`src/rtl/bus_uart.sv`:
```
`default_nettype none
// ============================================================================
// Module   : bus_uart
// Purpose  : Memory-mapped UART with TX/RX FIFOs, baud divisor and level irq.
// Revision : 1.0 - initial release
// ============================================================================

module bus_uart_fifo #(
  parameter int DEPTH = 8,
  parameter int WIDTH = 8
) (
  input  logic             clock,
  input  logic             reset,
  input  logic             i_push,
  input  logic             i_pop,
  input  logic [WIDTH-1:0] i_wdata,
  output logic [WIDTH-1:0] o_rdata,
  output logic             o_empty,
  output logic             o_full
);
  localparam int c_AW = $clog2(DEPTH);
  localparam logic [c_AW:0] c_FULL = (c_AW + 1)'(DEPTH);

  logic [WIDTH-1:0] r_mem [DEPTH];
  logic [c_AW-1:0]  r_wr_ptr;
  logic [c_AW-1:0]  r_rd_ptr;
  logic [c_AW:0]    r_count;

  always_ff @(posedge clock) begin
    if (i_push) r_mem[r_wr_ptr] <= i_wdata;
  end

  always_ff @(posedge clock or negedge reset) begin
    if (!reset) begin
      r_wr_ptr <= '0;
      r_rd_ptr <= '0;
      r_count  <= '0;
    end else begin
      if (i_push) r_wr_ptr <= r_wr_ptr + c_AW'(1);
      if (i_pop)  r_rd_ptr <= r_rd_ptr + c_AW'(1);
      case ({i_push, i_pop})
        2'b10:   r_count <= r_count + (c_AW + 1)'(1);
        2'b01:   r_count <= r_count - (c_AW + 1)'(1);
        default: r_count <= r_count;
      endcase
    end
  end

  assign o_rdata = r_mem[r_rd_ptr];
  assign o_empty = (r_count == '0);
  assign o_full  = (r_count == c_FULL);
endmodule

module bus_uart #(
  parameter int          FIFO_DEPTH      = 8,
  parameter logic [15:0] DEFAULT_DIVISOR = 16'd434
) (
  input  logic        clock,
  input  logic        reset,
  input  logic        select,
  input  logic [1:0]  address,
  input  logic [31:0] data_in,
  output logic [31:0] data_out,
  input  logic [3:0]  data_strobes,
  input  logic        read,
  input  logic        write,
  input  logic        rx,
  output logic        tx,
  output logic        irq
);
  localparam logic [1:0] c_ADDR_DATA    = 2'd0;
  localparam logic [1:0] c_ADDR_STATUS  = 2'd1;
  localparam logic [1:0] c_ADDR_DIVISOR = 2'd2;
  localparam logic [1:0] c_ADDR_CONTROL = 2'd3;

  typedef enum logic [1:0] {
    TX_IDLE  = 2'd0,
    TX_START = 2'd1,
    TX_DATA  = 2'd2,
    TX_STOP  = 2'd3
  } tx_state_t;

  typedef enum logic [2:0] {
    RX_IDLE      = 3'd0,
    RX_HALF      = 3'd1,
    RX_DATA      = 3'd2,
    RX_STOP      = 3'd3,
    RX_WAIT_HIGH = 3'd4
  } rx_state_t;

  // Bus decode
  logic w_rd, w_wr;
  logic w_rd_data, w_wr_data, w_wr_status, w_wr_divisor, w_wr_control;
  logic w_unused_data;

  assign w_rd         = select & read;
  assign w_wr         = select & write & (data_strobes != 4'd0);
  assign w_rd_data    = w_rd & (address == c_ADDR_DATA);
  assign w_wr_data    = w_wr & (address == c_ADDR_DATA);
  assign w_wr_status  = w_wr & (address == c_ADDR_STATUS);
  assign w_wr_divisor = w_wr & (address == c_ADDR_DIVISOR);
  assign w_wr_control = w_wr & (address == c_ADDR_CONTROL);
  assign w_unused_data = ^data_in[31:16];

  // Configuration and sticky status
  logic [15:0] r_divisor;
  logic [1:0]  r_control;
  logic        r_overrun;
  logic        r_framing;
  logic        r_irq;

  // TX path
  logic        w_tx_fifo_empty, w_tx_fifo_full, w_tx_push;
  logic [7:0]  w_tx_head;
  tx_state_t   r_tx_state, w_tx_next;
  logic        w_tx_load, w_tx_bit_done, w_tx_empty;
  logic [15:0] r_tx_cnt, r_tx_div;
  logic [7:0]  r_tx_shift;
  logic [2:0]  r_tx_bitcnt;
  logic        r_tx;

  // RX path
  logic        r_rx_meta, r_rx_sync;
  logic        w_rx_fifo_empty, w_rx_fifo_full, w_rx_pop, w_rx_push;
  logic [7:0]  w_rx_head;
  rx_state_t   r_rx_state, w_rx_next;
  logic        w_rx_sample, w_rx_push_req, w_rx_frame_err, w_rx_overrun;
  logic [15:0] r_rx_cnt, r_rx_div;
  logic [7:0]  r_rx_shift;
  logic [2:0]  r_rx_bitcnt;

  assign w_tx_push = w_wr_data & ~w_tx_fifo_full;

  bus_uart_fifo #(.DEPTH(FIFO_DEPTH), .WIDTH(8)) u_tx_fifo (
    .clock   (clock),
    .reset   (reset),
    .i_push  (w_tx_push),
    .i_pop   (w_tx_load),
    .i_wdata (data_in[7:0]),
    .o_rdata (w_tx_head),
    .o_empty (w_tx_fifo_empty),
    .o_full  (w_tx_fifo_full)
  );

  // A full RX FIFO still accepts a byte when a read pops in the same cycle
  assign w_rx_pop     = w_rd_data & ~w_rx_fifo_empty;
  assign w_rx_push    = w_rx_push_req & (~w_rx_fifo_full | w_rx_pop);
  assign w_rx_overrun = w_rx_push_req & w_rx_fifo_full & ~w_rx_pop;

  bus_uart_fifo #(.DEPTH(FIFO_DEPTH), .WIDTH(8)) u_rx_fifo (
    .clock   (clock),
    .reset   (reset),
    .i_push  (w_rx_push),
    .i_pop   (w_rx_pop),
    .i_wdata (r_rx_shift),
    .o_rdata (w_rx_head),
    .o_empty (w_rx_fifo_empty),
    .o_full  (w_rx_fifo_full)
  );

  always_ff @(posedge clock or negedge reset) begin
    if (!reset) begin
      r_divisor <= DEFAULT_DIVISOR;
      r_control <= 2'b00;
      r_overrun <= 1'b0;
      r_framing <= 1'b0;
      r_irq     <= 1'b0;
    end else begin
      if (w_wr_divisor) r_divisor <= (data_in[15:0] < 16'd2) ? 16'd2 : data_in[15:0];
      if (w_wr_control) r_control <= data_in[1:0];
      if (w_rx_overrun)                   r_overrun <= 1'b1;
      else if (w_wr_status && data_in[4]) r_overrun <= 1'b0;
      if (w_rx_frame_err)                 r_framing <= 1'b1;
      else if (w_wr_status && data_in[5]) r_framing <= 1'b0;
      r_irq <= (r_control[0] & ~w_rx_fifo_empty) | (r_control[1] & w_tx_empty);
    end
  end

  // ---------------------------------------------------------------- TX
  assign w_tx_bit_done = (r_tx_cnt == r_tx_div - 16'd1);
  assign w_tx_empty    = w_tx_fifo_empty & (r_tx_state == TX_IDLE);

  always_ff @(posedge clock or negedge reset) begin
    if (!reset) r_tx_state <= TX_IDLE;
    else        r_tx_state <= w_tx_next;
  end

  always_comb begin
    w_tx_next = r_tx_state;
    w_tx_load = 1'b0;
    case (r_tx_state)
      TX_IDLE: begin
        if (!w_tx_fifo_empty) begin
          w_tx_next = TX_START;
          w_tx_load = 1'b1;
        end
      end
      TX_START: if (w_tx_bit_done) w_tx_next = TX_DATA;
      TX_DATA:  if (w_tx_bit_done && r_tx_bitcnt == 3'd7) w_tx_next = TX_STOP;
      TX_STOP: begin
        if (w_tx_bit_done) begin
          if (!w_tx_fifo_empty) begin
            w_tx_next = TX_START;
            w_tx_load = 1'b1;
          end else begin
            w_tx_next = TX_IDLE;
          end
        end
      end
      default: w_tx_next = TX_IDLE;
    endcase
  end

  // The line is re-timed from the state, so tx lags the state machine by one clock
  always_ff @(posedge clock or negedge reset) begin
    if (!reset) begin
      r_tx_cnt    <= '0;
      r_tx_div    <= DEFAULT_DIVISOR;
      r_tx_shift  <= '0;
      r_tx_bitcnt <= '0;
      r_tx        <= 1'b1;
    end else begin
      if (w_tx_load) begin
        r_tx_shift  <= w_tx_head;
        r_tx_div    <= r_divisor;
        r_tx_cnt    <= '0;
        r_tx_bitcnt <= '0;
      end else if (r_tx_state != TX_IDLE) begin
        if (w_tx_bit_done) begin
          r_tx_cnt <= '0;
          if (r_tx_state == TX_DATA) begin
            r_tx_shift  <= {1'b0, r_tx_shift[7:1]};
            r_tx_bitcnt <= r_tx_bitcnt + 3'd1;
          end
        end else begin
          r_tx_cnt <= r_tx_cnt + 16'd1;
        end
      end
      case (r_tx_state)
        TX_START: r_tx <= 1'b0;
        TX_DATA:  r_tx <= r_tx_shift[0];
        default:  r_tx <= 1'b1;
      endcase
    end
  end

  assign tx = r_tx;

  // ---------------------------------------------------------------- RX
  always_ff @(posedge clock or negedge reset) begin
    if (!reset) begin
      r_rx_meta <= 1'b1;
      r_rx_sync <= 1'b1;
    end else begin
      r_rx_meta <= rx;
      r_rx_sync <= r_rx_meta;
    end
  end

  assign w_rx_sample = (r_rx_state == RX_HALF) ? (r_rx_cnt == (r_rx_div >> 1) - 16'd1)
                                               : (r_rx_cnt == r_rx_div - 16'd1);

  always_ff @(posedge clock or negedge reset) begin
    if (!reset) r_rx_state <= RX_IDLE;
    else        r_rx_state <= w_rx_next;
  end

  always_comb begin
    w_rx_next      = r_rx_state;
    w_rx_push_req  = 1'b0;
    w_rx_frame_err = 1'b0;
    case (r_rx_state)
      RX_IDLE: if (!r_rx_sync) w_rx_next = RX_HALF;
      RX_HALF: if (w_rx_sample) w_rx_next = r_rx_sync ? RX_IDLE : RX_DATA;
      RX_DATA: if (w_rx_sample && r_rx_bitcnt == 3'd7) w_rx_next = RX_STOP;
      RX_STOP: begin
        if (w_rx_sample) begin
          if (r_rx_sync) begin
            w_rx_push_req = 1'b1;
            w_rx_next     = RX_IDLE;
          end else begin
            w_rx_frame_err = 1'b1;
            w_rx_next      = RX_WAIT_HIGH;
          end
        end
      end
      RX_WAIT_HIGH: if (r_rx_sync) w_rx_next = RX_IDLE;
      default:      w_rx_next = RX_IDLE;
    endcase
  end

  // Divisor is captured at the start edge so a mid-character write cannot skew sampling
  always_ff @(posedge clock or negedge reset) begin
    if (!reset) begin
      r_rx_cnt    <= '0;
      r_rx_div    <= DEFAULT_DIVISOR;
      r_rx_shift  <= '0;
      r_rx_bitcnt <= '0;
    end else if (r_rx_state == RX_IDLE) begin
      r_rx_cnt    <= '0;
      r_rx_bitcnt <= '0;
      if (!r_rx_sync) r_rx_div <= r_divisor;
    end else if (w_rx_sample) begin
      r_rx_cnt <= '0;
      if (r_rx_state == RX_DATA) begin
        r_rx_shift  <= {r_rx_sync, r_rx_shift[7:1]};
        r_rx_bitcnt <= r_rx_bitcnt + 3'd1;
      end
    end else begin
      r_rx_cnt <= r_rx_cnt + 16'd1;
    end
  end

  // ---------------------------------------------------------------- Read mux
  always_comb begin
    data_out = '0;
    if (w_rd) begin
      case (address)
        c_ADDR_DATA:    data_out = w_rx_fifo_empty ? 32'd0 : {24'd0, w_rx_head};
        c_ADDR_STATUS:  data_out = {26'd0, r_framing, r_overrun, w_tx_empty,
                                    w_tx_fifo_full, w_rx_fifo_full, ~w_rx_fifo_empty};
        c_ADDR_DIVISOR: data_out = {16'd0, r_divisor};
        default:        data_out = {30'd0, r_control};
      endcase
    end
  end

  assign irq = r_irq;
endmodule
`default_nettype wire
```
`config.mk`:
```
export PLATFORM = sky130hd
export DESIGN_NAME = bus_uart
export DESIGN_NICKNAME = d
export VERILOG_FILES = /design/src/rtl/bus_uart.sv
export SDC_FILE = /design/constraint.sdc
export NUM_CORES = 1
export LEC_CHECK = 0
export ABC_AREA = 1
export CAP_MARGIN = 20
export CORE_MARGIN = 10
export CORE_UTILIZATION = 42
export DETAILED_ROUTE_END_ITERATION = 6
export HOLD_SLACK_MARGIN = 0.05
export PLACE_DENSITY = 0.56
export SLEW_MARGIN = 20
export SYNTH_ARGS = -nofsm -noshare
export SYNTH_HDL_FRONTEND = slang
export SYNTH_SLANG_ARGS = --single-unit
```
`constraint.sdc`:
```
create_clock -name clock -period 9.7 [get_ports clock]
set_input_delay 0.97 -clock clock [delete_from_list [all_inputs] [get_ports clock]]
set_output_delay 0.97 -clock clock [all_outputs]
set_load 0.05 [all_outputs]
```
; Word-level counts from Yosys, hierarchy flattened
; Memory sizes are Yosys's and may differ from the RTL's.
; Cells that the tools add are included.
[op_classes]
n_addsub = 15
muxes = 55
n_lt_le_gt_ge = 1
n_reduce_logical = 26
bitwise_logic = 24
n_eq_ne = 30
[op_table]
columns = op, n
row1 = $mux 16, 7
row2 = $eq 16x16->1, 3
row3 = $pmux 16 s3, 1
row4 = $mux 8, 5
row5 = $mux 3, 13
row6 = $add 16x1->16 const B, 2
row7 = $sub 16x1->16 const B, 2
row8 = $reduce_bool 2->1, 10
row9 = $add 3x1->3 const B, 6
row10 = $mux 1, 18
row11 = $ne 2x2->1 const B, 9
row12 = $and 1x1->1, 16
row13 = $lt 16x2->1 const B, 1
row14 = $pmux 4 s2, 2
row15 = $sub 15x1->16 const B, 1
row16 = $pmux 3 s5, 1
row17 = $eq 2x2->1 const B, 6
row18 = $mux 2, 5
row19 = $eq 3x3->1 const B, 3
row20 = $add 4x1->4 const B, 2
row21 = $eq 2x1->1 const B, 4
row22 = $eq 4x4->1 const B, 2
row23 = $logic_not 4->1, 2
row24 = $pmux 2 s4, 1
row25 = 14 further kinds, 29
[word_totals]
n_memories = 2
mem_bits_rw = 128
out_inout_bits = 34
regBits = 135
wordCells = 177
[memory_table]
columns = memory, words, width, rd, rd_clocked_by_memory_dff, write_ports, line_no
row1 = u_rx_fifo.r_mem, 8, 8, 1, 0, 1, 24  ; logic [WIDTH-1:0] r_mem [DEPTH];
row2 = u_tx_fifo.r_mem, 8, 8, 1, 0, 1, 24

; Depth between registers and ports, before layout
[logic_depth]
ltp_word = 8
ltp_mapped = 31

; Cells and area by module
; From an unflattened synthesis, not the netlist that was laid out.
[unflattened]
hier_cells = 1554
area_unflattened_um2 = 13741.9
[modules_own_cells]
columns = module, cells_each, area_per_inst_um2, n_inst
row1 = bus_uart, 1038, 7538.5, 1
row2 = bus_uart_fifo, 258, 3101.7, 2

; Worst setup path after synthesis
; No wires, ideal clock.
[synth_path]
path_type = in2out
start = input address[1]
end = output data_out[1]
path_stages = 6
slack_ns = 6.064
t_arrival_ns = 2.666
path_buffers = 0
cell_sequence = inv_1 nor2_1 clkinv_1 o22ai_1 inv_1 a31oi_1
[synth_between]
elab_chain_cells = 3
word_cells_on_any_way = 5
[synth_lines]
columns = element, line_no
row1 = "start, declared", 61  ; input logic [1:0] address,
row2 = $eq 2x2->1 (tied with other cells), 318  ; case (address)
row3 = $pmux 16 s3 (*), 318
row4 = $mux 16 (*), 317  ; if (w_rd) begin
row5 = "end, declared", 63  ; output logic [31:0] data_out,
; Every way passes the cells marked *; elsewhere a longest branch is shown, timed or not.

; Worst setup path after layout
; Ends and elaborated chain as after synthesis.

==> results.sh <==
export IMPL_dp_hpwl_mm=20.1
export IMPL_syn2layout_area_growth_pct=14.3
export IMPL_drcViolationCount=0
export IMPL_diodes=0
export IMPL_first_iter_violations=584
export IMPL_avgSynthCellArea_um2=9.14
export IMPL_wl_per_cell_um=15.6
export IMPL_period_minus_slack_ns=4.82
export IMPL_fin_skew_ns=0.00576
export IMPL_power_switching_uw=925
export IMPL_drive_gt1_frac=0.0836
export IMPL_ys_ff_latch=263
export IMPL_yosys_top_cells_count="nand2_1 (336), nor2_1 (165), inv_1 (131)"
export IMPL_final_nets=1540
export IMPL_period_share=0.497
export IMPL_power_frac_clock=0.382
export IMPL_end_kind="output pin"
export IMPL_worstMarginPinSlew_ns=1.07
export IMPL_yosys_most_used_dff="edfxtp_1"
export IMPL_drv_slew=0
export IMPL_final_hold_viol_count=0
export IMPL_die_width_um=196
export IMPL_netlist_instances=1426
export IMPL_cts_buffers=29
export IMPL_startpoint_type="primary input"
export IMPL_combPwrFrac=0.182
export IMPL_stdcell_count=1892
export IMPL_root_buffer="clkbuf_16"
export IMPL_synth_top_area_frac=0.295
export IMPL_clk_latency_ns=0.57
export IMPL_clock_sinks=263
export IMPL_power_density_nw_per_um2=209
export IMPL_finalWorstSetupSlack_ns=4.88
export IMPL_overflow=0
export IMPL_ys_types=55
export IMPL_holdBufCountCts=0
export IMPL_ant_nets=0
export IMPL_grt_pass1_wl_mm=48.2
export IMPL_rsz0062_at_grt="false"
export IMPL_yosysMostFrequentCell="nand2_1"
export IMPL_crit_chain="clkdlybuf4s50_1 > inv_1 > nor2_1 > clkinv_1 > o22ai_1 > inv_1 > a31oi_1 > clkdlybuf4s50_1"
export IMPL_core_area_um2=30600
export IMPL_initial_core_util=0.426
export IMPL_worst_ep_required_time_ns=8.73
export IMPL_fp_dieH_um=196
export IMPL_cts_resized=0
export IMPL_async_flop_share=0.513
export IMPL_syn_cell_area_um2=13000
export IMPL_antenna_found_initial=0
export IMPL_cts_buffer_depth=3
export IMPL_placed_cells=1838
export IMPL_whs_ns=0.357
export IMPL_num_rows=64
export IMPL_portBuffers=45
export IMPL_sw_frac_of_total=0.297
export IMPL_leakage_uw=0.00646
export IMPL_grt_total_usage=0.152
export IMPL_critPathMaxStageDelay_ns=0.88
export IMPL_ys_seq_area_frac=0.556
export IMPL_h_tree_depth=1
export IMPL_status="complete, no violations"
export IMPL_synth_area_top_cells="edfxtp_1 (29%), dfrtp_1 (22%), nand2_1 (9.7%), nor2_1 (4.8%), o21ai_0 (4.5%)"
export IMPL_synth_edf_count=128
export IMPL_final_setup_viol_count=0
export IMPL_floorplan_die_area_um2=38500
export IMPL_ys_warn_count=0
export IMPL_postCtsSetupBuffers=0
export IMPL_critical_path_slowest_cell="clkdlybuf4s50_1"
export IMPL_p_int_uw=2190
export IMPL_max_vdd_ir_drop_mv=0.136
export IMPL_drt_total_wl_mm=29.5
export IMPL_grt_pass1_vias=9261
export IMPL_grt_start_max_net_pins=73
export IMPL_hp_class="flip-flop to flip-flop"
export IMPL_gp_congestion=0.855
export IMPL_clkTransAtPathRegs_ns=0.06
export IMPL_yosys_area_top_type="edfxtp_1"
export IMPL_cp_max_fo=10
export IMPL_p_seq_frac=0.436
export IMPL_io_pins=78
export IMPL_via_count=9493
export IMPL_cp_arrival_ns=3.85
export IMPL_first_pass_iters=5
export IMPL_cts_tree="yes"
export IMPL_dpl_worst_slack_ns=4.89
export IMPL_max_slew_margin_rel=0.286
export IMPL_worstSetupPathType="primary input to output pin"
export IMPL_cap_violations=0
export IMPL_max_freq_mhz=207
export IMPL_fin_tns_setup_ns=0
export IMPL_viasPerCell=5.02
[worst max-delay path: cells and delay by family]
family                 cells  cell delay (ns)
AO/OA/AOI/OAI              2             0.58
buffers and inverters      5             1.99
AND/OR/NAND/NOR            1             0.31
[layout by cell type (no fill, tap or decap), types with 6 or more instances in the layout]
master,Yosys,layout
conb_1,1,16
nor3b_1,6,6
nand3_1,62,61
o22ai_1,11,11
a21oi_1,34,34
nor2_1,165,164
buf_4,19,13
mux2_2,6,6
dfrtp_1,117,117
ha_1,22,22
clkinv_1,3,7
xor2_1,40,40
clkdlybuf4s50_1,0,44
nand4_1,14,14
clkinv_2,0,6
inv_1,131,131
bufinv_16,0,6
nor3_1,38,37
a32o_1,10,10
or2_2,8,8
dfstp_2,18,18
nand2_2,6,6
o221ai_1,13,13
xnor2_1,15,15
clkbuf_16,0,30
o21ai_1,10,10
nor2_2,5,6
o21ai_0,116,116
nand2_1,336,336
a31oi_1,7,7
edfxtp_1,128,128
[area by class of cell]
| class | instances | area (um2) |
|---|---|---|
| clock buffers | 31 | 754 |
| repair buffers | 58 | 549 |
| inverters | 139 | 524 |
| multi-input cells | 982 | 5040 |
| well taps | 396 | 495 |
| flip-flops and latches | 263 | 7240 |
| fillers | 2890 | 15700 |
| clock inverters | 23 | 292 |
[flip-flops by register name, summed over array words and instances, names as in the netlist, 2 cells and up]
signal              flops
u_rx_fifo.r_mem        64
u_tx_fifo.r_mem        64
r_divisor              16
r_rx_cnt               16
r_rx_div               16
r_tx_cnt               16
r_tx_div               16
r_rx_shift              8
r_tx_shift              8
u_rx_fifo.r_count       4
u_tx_fifo.r_count       4
r_rx_bitcnt             3
r_rx_state              3
r_tx_bitcnt             3
u_rx_fifo.r_rd_ptr      3
u_rx_fifo.r_wr_ptr      3
u_tx_fifo.r_rd_ptr      3
u_tx_fifo.r_wr_ptr      3
r_control               2
r_tx_state              2
[power groups by stage]
stage | sequential [uW] | combinational, uW | clock, uW
floorplan | 1340 | 431 | 0
global placement | 1370 | 557 | 0
detailed placement | 1380 | 570 | 0
CTS | 1360 | 571 | 1220
global route | 1370 | 655 | 1260
finish | 1360 | 566 | 1190
[per-stage QoR]
stage / total power [uW] / utilization / cell area [um2]
CTS: 3140 / 0.487 / 14900
floorplan: 1780 / - / 13100
global route: 3290 / 0.487 / 14900
detailed placement: 1950 / 0.453 / 13800
finish: 3110 / 0.487 / 14900
global placement: 1930 / 0.453 / 13800
[routing by layer]
| metal | wire [um] | global-route usage | vias to the layer above |
|---|---|---|---|
| li1 | - | - | 4829 |
| met1 | 14100 | 0.207 | 4485 |
| met2 | 13600 | 0.247 | 132 |
| met3 | 1140 | 0.0222 | 47 |
| met4 | 622 | 0.0433 | 0 |
| met5 | 0 | 0 | - |
[cells by family after synthesis]
family	share of synthesized area
and+or+nand+nor	0.217
DFF	0.556
AOI/OAI and AO/OA	0.0967
buffers and inverters	0.0632
xor gates and xnor gates	0.0370
adders and majority gates	0.0227
muxes	0.00777
other	0.000288
[final timing paths]
check | start | endpoint | slack (ns) | cells past startpoint
max in group asynchronous | reset | r_rx_cnt[12] | 7.87 | 2
max reg2reg | r_rx_state[1] | u_rx_fifo.r_mem[7][2] | 4.90 | 18
max | address[1] | data_out[1] | 4.88 | 8
min reg2reg | r_rx_meta | r_rx_sync | 0.36 | 0
min | r_rx_meta | r_rx_sync | 0.36 | 0
min in group asynchronous | reset | u_tx_fifo.r_rd_ptr[1] | 0.41 | 1
Note: power is estimated with default switching activity, not from simulation.
